<file path="config.mk">
export PLATFORM = sky130hd
export DESIGN_NAME = fetch_unit
export DESIGN_NICKNAME = d
export VERILOG_FILES = /design/src/rtl/fetch_unit.sv
export SDC_FILE = /design/constraint.sdc
export NUM_CORES = 1
export LEC_CHECK = 0
export CORE_MARGIN = 2
export CORE_UTILIZATION = 38
export DETAILED_ROUTE_END_ITERATION = 10
export PLACE_DENSITY = 0.8
export SLEW_MARGIN = 20
export SYNTH_ARGS = -nofsm -noshare
export SYNTH_HDL_FRONTEND = slang
export SYNTH_SLANG_ARGS = --single-unit
</file>
<file path="constraint.sdc">
create_clock -name clk -period 2.7 [get_ports clk]
set_clock_uncertainty 0.05 [all_clocks]
set_input_delay 0.81 -clock clk [delete_from_list [all_inputs] [get_ports clk]]
set_output_delay 0.81 -clock clk [all_outputs]
set_load 0.05 [all_outputs]
</file>
<file path="src/rtl/fetch_unit.sv">
// Instruction fetch stage for the reverb/dereverb script sequencer.
// Drives the script-memory address and fills the IF/ID register one word per cycle.
//
// state  | meaning
// -------+-----------------------------------------------------------
// S_IDLE | out of reset, waiting for start
// S_RUN  | fetching; PC advances on each consumed fetch
// S_HALT | script ended (halt word or last address); done held high
module fetch_unit #(
    parameter int             N          = 24,
    parameter int             DEPTH_BITS = 8,
    parameter logic [N-1:0]   HALT_WORD  = 24'hFFFFFF
) (
    input  logic         clk,
    input  logic         rst,
    input  logic         start,
    input  logic         script_sel,
    input  logic         stall,
    input  logic         branch_taken,
    input  logic [N-1:0] branch_target,
    input  logic [N-1:0] instr_in,
    output logic         sel,
    output logic [N-1:0] address,
    output logic [N-1:0] if_id_instr,
    output logic [N-1:0] if_id_pc,
    output logic         if_id_valid,
    output logic         done
);

    typedef enum logic [1:0] {
        S_IDLE,
        S_RUN,
        S_HALT
    } state_t;

    localparam logic [DEPTH_BITS-1:0] PC_LAST = '1;

    state_t                state_q, state_d;
    logic [DEPTH_BITS-1:0] pc_q, pc_d;
    logic                  sel_q, sel_d;
    logic [N-1:0]          if_id_instr_q, if_id_instr_d;
    logic [DEPTH_BITS-1:0] if_id_pc_q, if_id_pc_d;
    logic                  if_id_valid_q, if_id_valid_d;
    logic                  done_q, done_d;

    logic                  unused_target_hi;
    assign unused_target_hi = ^branch_target[N-1:DEPTH_BITS];

    always_ff @(posedge clk) begin
        if (rst) begin
            state_q       <= S_IDLE;
            pc_q          <= '0;
            sel_q         <= 1'b0;
            if_id_instr_q <= '0;
            if_id_pc_q    <= '0;
            if_id_valid_q <= 1'b0;
            done_q        <= 1'b0;
        end else begin
            state_q       <= state_d;
            pc_q          <= pc_d;
            sel_q         <= sel_d;
            if_id_instr_q <= if_id_instr_d;
            if_id_pc_q    <= if_id_pc_d;
            if_id_valid_q <= if_id_valid_d;
            done_q        <= done_d;
        end
    end

    always_comb begin
        state_d       = state_q;
        pc_d          = pc_q;
        sel_d         = sel_q;
        if_id_instr_d = if_id_instr_q;
        if_id_pc_d    = if_id_pc_q;
        if_id_valid_d = if_id_valid_q;
        done_d        = done_q;

        unique case (state_q)
            S_IDLE, S_HALT: begin
                if_id_valid_d = 1'b0;
                if (start) begin
                    pc_d    = '0;
                    sel_d   = script_sel;
                    done_d  = 1'b0;
                    state_d = S_RUN;
                end
            end
            S_RUN: begin
                if (branch_taken) begin
                    pc_d          = branch_target[DEPTH_BITS-1:0];
                    if_id_valid_d = 1'b0;
                end else if (!stall) begin
                    // A halt word is only acted on when the fetch is consumed
                    if (instr_in == HALT_WORD) begin
                        if_id_valid_d = 1'b0;
                        done_d        = 1'b1;
                        state_d       = S_HALT;
                    end else begin
                        if_id_instr_d = instr_in;
                        if_id_pc_d    = pc_q;
                        if_id_valid_d = 1'b1;
                        if (pc_q == PC_LAST) begin
                            done_d  = 1'b1;
                            state_d = S_HALT;
                        end else begin
                            pc_d = pc_q + 1'b1;
                        end
                    end
                end
            end
            default: state_d = S_IDLE;
        endcase
    end

    assign sel         = sel_q;
    assign address     = N'(pc_q);
    assign if_id_instr = if_id_instr_q;
    assign if_id_pc    = N'(if_id_pc_q);
    assign if_id_valid = if_id_valid_q;
    assign done        = done_q;

endmodule

</file>
==> results of run 1 <==
[metrics by stage]
stage,hold slack (ns),std cells,utilization [%],cell area [sq um]
2_1_floorplan,0.424,273,-,2370
3_3_place_gp,0.420,396,52.5,3050
3_5_place_dp,0.432,396,52.5,3050
4_1_cts,0.457,404,54.8,3190
5_1_grt,0.476,404,54.8,3190
6_report,0.447,404,54.8,3190
[worst reg2reg max path, cell delays in order, from the launching register on]
cell,delay [ns]
dfxtp_1,0.46
ha_1,0.23
nand3_1,0.15
nor3_1,0.30
a31oi_1,0.17
nand2_2,0.23
mux2i_1,0.22
[power by group through the flow]
stage / sequential, mW / combinational (mW) / clock, mW
final: 0.708 / 0.406 / 0.593
after floorplan: 0.790 / 0.242 / 0
after CTS: 0.708 / 0.408 / 0.614
after global placement: 0.722 / 0.403 / 0
after global routing: 0.712 / 0.431 / 0.633
after detailed placement: 0.723 / 0.406 / 0
[worst paths after layout]
check / from / endpoint / slack (ns)
max reg2reg: pc_q[0]$_SDFFE_PP0P_ / pc_q[3]$_SDFFE_PP0P_ / 0.82
min: if_id_instr[3]$_SDFFE_PP0P_ / if_id_instr[3]$_SDFFE_PP0P_ / 0.45
max: pc_q[0]$_SDFFE_PP0P_ / address[0] / 0.23
min reg2reg: if_id_instr[3]$_SDFFE_PP0P_ / if_id_instr[3]$_SDFFE_PP0P_ / 0.45
[registers in the layout, indices dropped and copies added, names as in the netlist]
signal / cells
state_q: 2
sel: 1
if_id_valid: 1
if_id_pc_q: 8
if_id_instr: 24
pc_q: 8
done: 1
[cell type report]
cell class,instances,share of cell area [%]
Clock buffer,5,2.16
Clock inverter,3,2.04
Inverter,5,0.589
Multi-Input combinational cell,182,36.0
Sequential cell,45,28.3
Tap cell,75,2.94
Timing Repair Buffer,89,28.0
[placed cells by master, fill, tap and decap left out, types with 4 or more instances in the layout]
cell type,count
a21oi_1,4
buf_4,7
clkbuf_8,5
clkdlybuf4s50_1,80
conb_1,32
dfxtp_1,45
inv_1,5
mux2i_1,40
nand2_1,8
nand2b_1,13
nand3_1,4
nand4_1,8
nor2_1,41
o21ai_0,6
xnor2_1,4
[per-layer routing]
layer / GRT usage (%) / vias up
met1: 19.1 / 871
met2: 26.7 / 73
li1: - / 932
met4: 4.58 / 0
met3: 4.67 / 6
met5: 0 / -
[kinds of logic after synthesis]
kind of cell    count (synthesis)  synth area share (%)
other cells                     1                 0.166
buf+inv                        46                  14.4
xor+xnor                        6                  2.33
fa+ha+maj                       1                 0.555
mux                            41                  18.2
simple gates                   81                  17.4
flops                          45                  39.9
compound gates                 21                  6.99
==> impl_metrics.json, run 1 <==
{
  "antenna_found_initial": 0,
  "critPathTopFamily": "buffers and inverters",
  "hold_path_depth": 2,
  "place_congestion": 0.777,
  "area_delta_synth_final_pct": 41.3,
  "gr-total-overflow": 0,
  "pin_count": 129,
  "final.min_clock_period_ns": 2.47,
  "die_w_um": 81.1,
  "fmax_mhz": 405,
  "synth_most_common_cell": "dfxtp_1",
  "cts_tree": "yes",
  "seq_area_frac_synth_pct": 39.9,
  "slew_headroom_pct": 64.8,
  "worstSetupPathType": "reg2out",
  "hpwl_um": 3860,
  "synthTopCellsByArea": "dfxtp_1, mux2i_1, buf_4",
  "avgSynthCellArea_sq_um": 9.32,
  "core_sq_um": 5820,
  "start_util_pct": 38.8,
  "die_h_um": 81.1,
  "pre_cts_ws_ns": -0.0425,
  "critPathRequiredTime_ns": 1.84,
  "grt_usage_pct": 15.7,
  "holdCritPathClass": "reg2reg",
  "n_antenna_cell": 0,
  "synth_cell_type_count": 34,
  "drv_slew": 0,
  "multi_input_area_sq_um": 1150,
  "antenna_left": 0,
  "crit_path_end_kind": "output pin",
  "powerDensity_nw_per_um2": 535,
  "drt_iter0_markers": 91,
  "first_pass_iters": 4,
  "power_mw": 1.71,
  "synth_edf_count": 0,
  "rsz0062_at_grt": "false",
  "synth_ff_type": "dfxtp_1",
  "die-area_sq_um": 6570,
  "via_per_inst": 4.66,
  "synth.cell_area_sq_um": 2260,
  "vdd_drop_max_mv": 0.300,
  "worstSkewPairLatency_ns": 0.29,
  "leakagePower_nw": 1.19,
  "cts_max_level": 2,
  "grt_pass1_vias": 1717,
  "cp_num_buf_inv": 1,
  "drc_errors": 0,
  "io_buffer_count": 80,
  "seqCellArea_sq_um": 901,
  "cts_hold_buf": 0,
  "yosys-top-cells-count": "dfxtp_1, nor2_1, mux2i_1",
  "cp.arrival_ns": 1.61,
  "async_flop_share_pct": 0,
  "drt_wl_total_um": 4980,
  "slowest_stage": "clkdlybuf4s50_1",
  "post_cts_buffers": 0,
  "final-hold-violation-count": 0,
  "highest_layer": "met4",
  "grt_max_degree": 33,
  "crit_path_cell_trace": "clkdlybuf4s50_1",
  "rows": 28,
  "synth_top_cell_area_share_pct": 39.9,
  "power.internal_mw": 1.20,
  "pwr-share-comb_pct": 23.8,
  "final.fill_count": 554,
  "period_share_pct": 91.4,
  "cts_max_path_buffers": 2,
  "max-cap-violations": 0,
  "wl_per_cell_um": 12.3,
  "wl_met1_um": 2140,
  "start_kind": "flip-flop",
  "grt_pass1_wl_um": 7960,
  "route.met3.wl_um": 349,
  "status": "finished clean",
  "setup-violations-final": 0,
  "crit_fanout": 7,
  "via_count": 1882,
  "layout-drive-gt1-share_pct": 6.99,
  "met2_length_um": 2440,
  "clkTransAtPathRegs_ns": 0.08,
  "sw_frac_of_total_pct": 29.9,
  "clkPwrFrac_pct": 34.8,
  "cts_resized": 0,
  "p_sw_mw": 0.511,
  "ys_seq_elements": 45,
  "ys_warn_count": 0,
  "finalSetupTns_ns": 0,
  "final_nets": 383,
  "tightest_slew_ns": 0.527,
  "cts_buffers": 5,
  "slowest_delay_ns": 0.85,
  "ff2ff_path_depth": 6,
  "fin_ws_ns": 0.233,
  "p_seq_share_pct": 41.5,
  "root_buffer": "clkbuf_8",
  "clkSinkCount": 45,
  "synth_top_cell_by_area": "dfxtp_1",
  "path_depth": 1,
  "synthCells": 242
}
(Power assumes the default switching activity.)
==> run 2: changes to the inputs <==
--- a/config.mk
+++ b/config.mk
@@ -5,10 +5,11 @@
 export SDC_FILE = /design/constraint.sdc
 export NUM_CORES = 1
 export LEC_CHECK = 0
+export ABC_AREA = 0
 export CORE_MARGIN = 2
-export CORE_UTILIZATION = 38
+export CORE_UTILIZATION = 45
 export DETAILED_ROUTE_END_ITERATION = 10
-export PLACE_DENSITY = 0.8
+export DONT_BUFFER_PORTS = 1
 export SLEW_MARGIN = 20
 export SYNTH_ARGS = -nofsm -noshare
 export SYNTH_HDL_FRONTEND = slang
==> impl_metrics.json, run 2 (synthesis gave the netlist of run 1 again) <==
{
  "hpwl_um": 3270,
  "slew_headroom_pct": 63.8,
  "period_share_pct": 75.5,
  "vdd_drop_max_mv": 0.344,
  "gr-total-overflow": 0,
  "final.min_clock_period_ns": 2.04,
  "io_buffer_count": 0,
  "cts_max_level": 2,
  "setup-violations-final": 0,
  "drt_iter0_markers": 64,
  "final_cell_mix": "dfxtp_1, nor2_1, mux2i_1",
  "status": "finished clean",
  "grt_pass1_wl_um": 7000,
  "post_cts_buffers": 0,
  "cts_tree": "yes",
  "rsz0062_at_grt": "false",
  "finalSetupTns_ns": 0,
  "drc_errors": 0,
  "holdCritPathClass": "reg2reg",
  "wl_per_cell_um": 14.3,
  "cts_max_path_buffers": 2,
  "pin_count": 129,
  "die_w_um": 74.8,
  "rows": 25,
  "via_count": 1544,
  "fmax_mhz": 491,
  "area_delta_synth_final_pct": 2.88,
  "worstSetupPathType": "in2reg",
  "grt_max_degree": 50,
  "worstSkewPairLatency_ns": 0.30,
  "place_congestion": 0.755,
  "max-cap-violations": 0,
  "final-hold-violation-count": 0,
  "die_h_um": 74.8,
  "crit_path_end_kind": "flip-flop",
  "multi_input_area_sq_um": 1150,
  "core_sq_um": 4790,
  "cts_hold_buf": 0,
  "n_antenna_cell": 0,
  "largest_register_ffs": 24,
  "leakagePower_nw": 0.873,
  "seqCellArea_sq_um": 901,
  "start_util_pct": 47.1,
  "antenna_found_initial": 0,
  "crit_fanout": 30,
  "drv_slew": 0,
  "clkTransAtPathRegs_ns": 0.09,
  "cts_buffers": 5,
  "die-area_sq_um": 5600,
  "tightest_slew_ns": 0.543,
  "layout-drive-gt1-share_pct": 9.24,
  "start_kind": "input pin",
  "stdcell_area_sq_um": 2320,
  "critPathRequiredTime_ns": 2.85,
  "clkSinkCount": 45,
  "powerDensity_nw_per_um2": 615,
  "antenna_left": 0,
  "final_nets": 303,
  "final.fill_count": 489,
  "via_per_inst": 4.89,
  "grt_pass1_vias": 1504,
  "post_dp_cell_area_sq_um": 2230,
  "cp.arrival_ns": 2.19,
  "root_buffer": "clkbuf_8",
  "final_common_cell": "dfxtp_1",
  "cts_resized": 0,
  "grt_usage_pct": 16.7,
  "drt_wl_total_um": 4510,
  "first_pass_iters": 4,
  "power_mw": 1.43
}
-- run 2: changes by cell type in the layout (fill, tap and decap cells not counted), sizes merged --
cell,before,now
clkdlybuf4s50,80,0
bufinv,2,0
clkinvlp,0,1
inv,5,6
-- run 2: through the flow --
| step | utilization (%) | std cells | worst slack [ns] | hold slack [ns] |
|---|---|---|---|---|
| CTS | 48.5 | 316 | 0.670 | 0.484 |
| floorplan | - | 273 | 0.539 | 0.424 |
| detailed placement | 46.6 | 308 | 0.334 | 0.471 |
| global route | 48.5 | 316 | 0.564 | 0.505 |
| finish | 48.5 | 316 | 0.662 | 0.482 |
| global placement | 46.6 | 308 | 0.370 | 0.463 |
-- run 2: worst paths after layout --
path	from	end	slack, ns	cells after the start
worst max-delay path	instr_in[14]	if_id_instr[20]$_SDFFE_PP0P_	0.66	6
worst max register to register	state_q[0]$_SDFFE_PP0P_	pc_q[0]$_SDFFE_PP0P_	0.89	5
worst min register to register	state_q[1]$_SDFFE_PP0P_	state_q[1]$_SDFFE_PP0P_	0.48	2
worst min-delay path	state_q[1]$_SDFFE_PP0P_	state_q[1]$_SDFFE_PP0P_	0.48	2
-- run 2: layout make-up --
| class | instances | share of cell area, % |
|---|---|---|
| Inverter | 5 | 0.809 |
| Multi-Input combinational cell | 182 | 49.4 |
| Timing Repair Buffer | 9 | 3.45 |
| Clock buffer | 5 | 2.96 |
| Clock inverter | 3 | 0.916 |
| Sequential cell | 45 | 38.8 |
| Tap cell | 67 | 3.61 |
-- run 2: critical path, stage by stage --
cell and delay, ns:
nand4_1 0.15, nor4_4 0.09, a2111oi_4 0.53, buf_12 0.30, mux2i_1 0.22, nor2_1 0.06
-- run 2: per-layer routing --
metal | wire [um] | GRT usage (%) | vias up
li1 | - | - | 770
met2 | 2120 | 27.7 | 67
met5 | 0 | 0 | -
met1 | 1930 | 20.2 | 701
met4 | 58 | 5.95 | 0
met3 | 404 | 5.76 | 6
-- run 2: where the power goes --
group | switching [mW] | internal, mW
Combinational | 0.185 | 0.0613
Sequential | 0.0677 | 0.687
Clock | 0.244 | 0.184
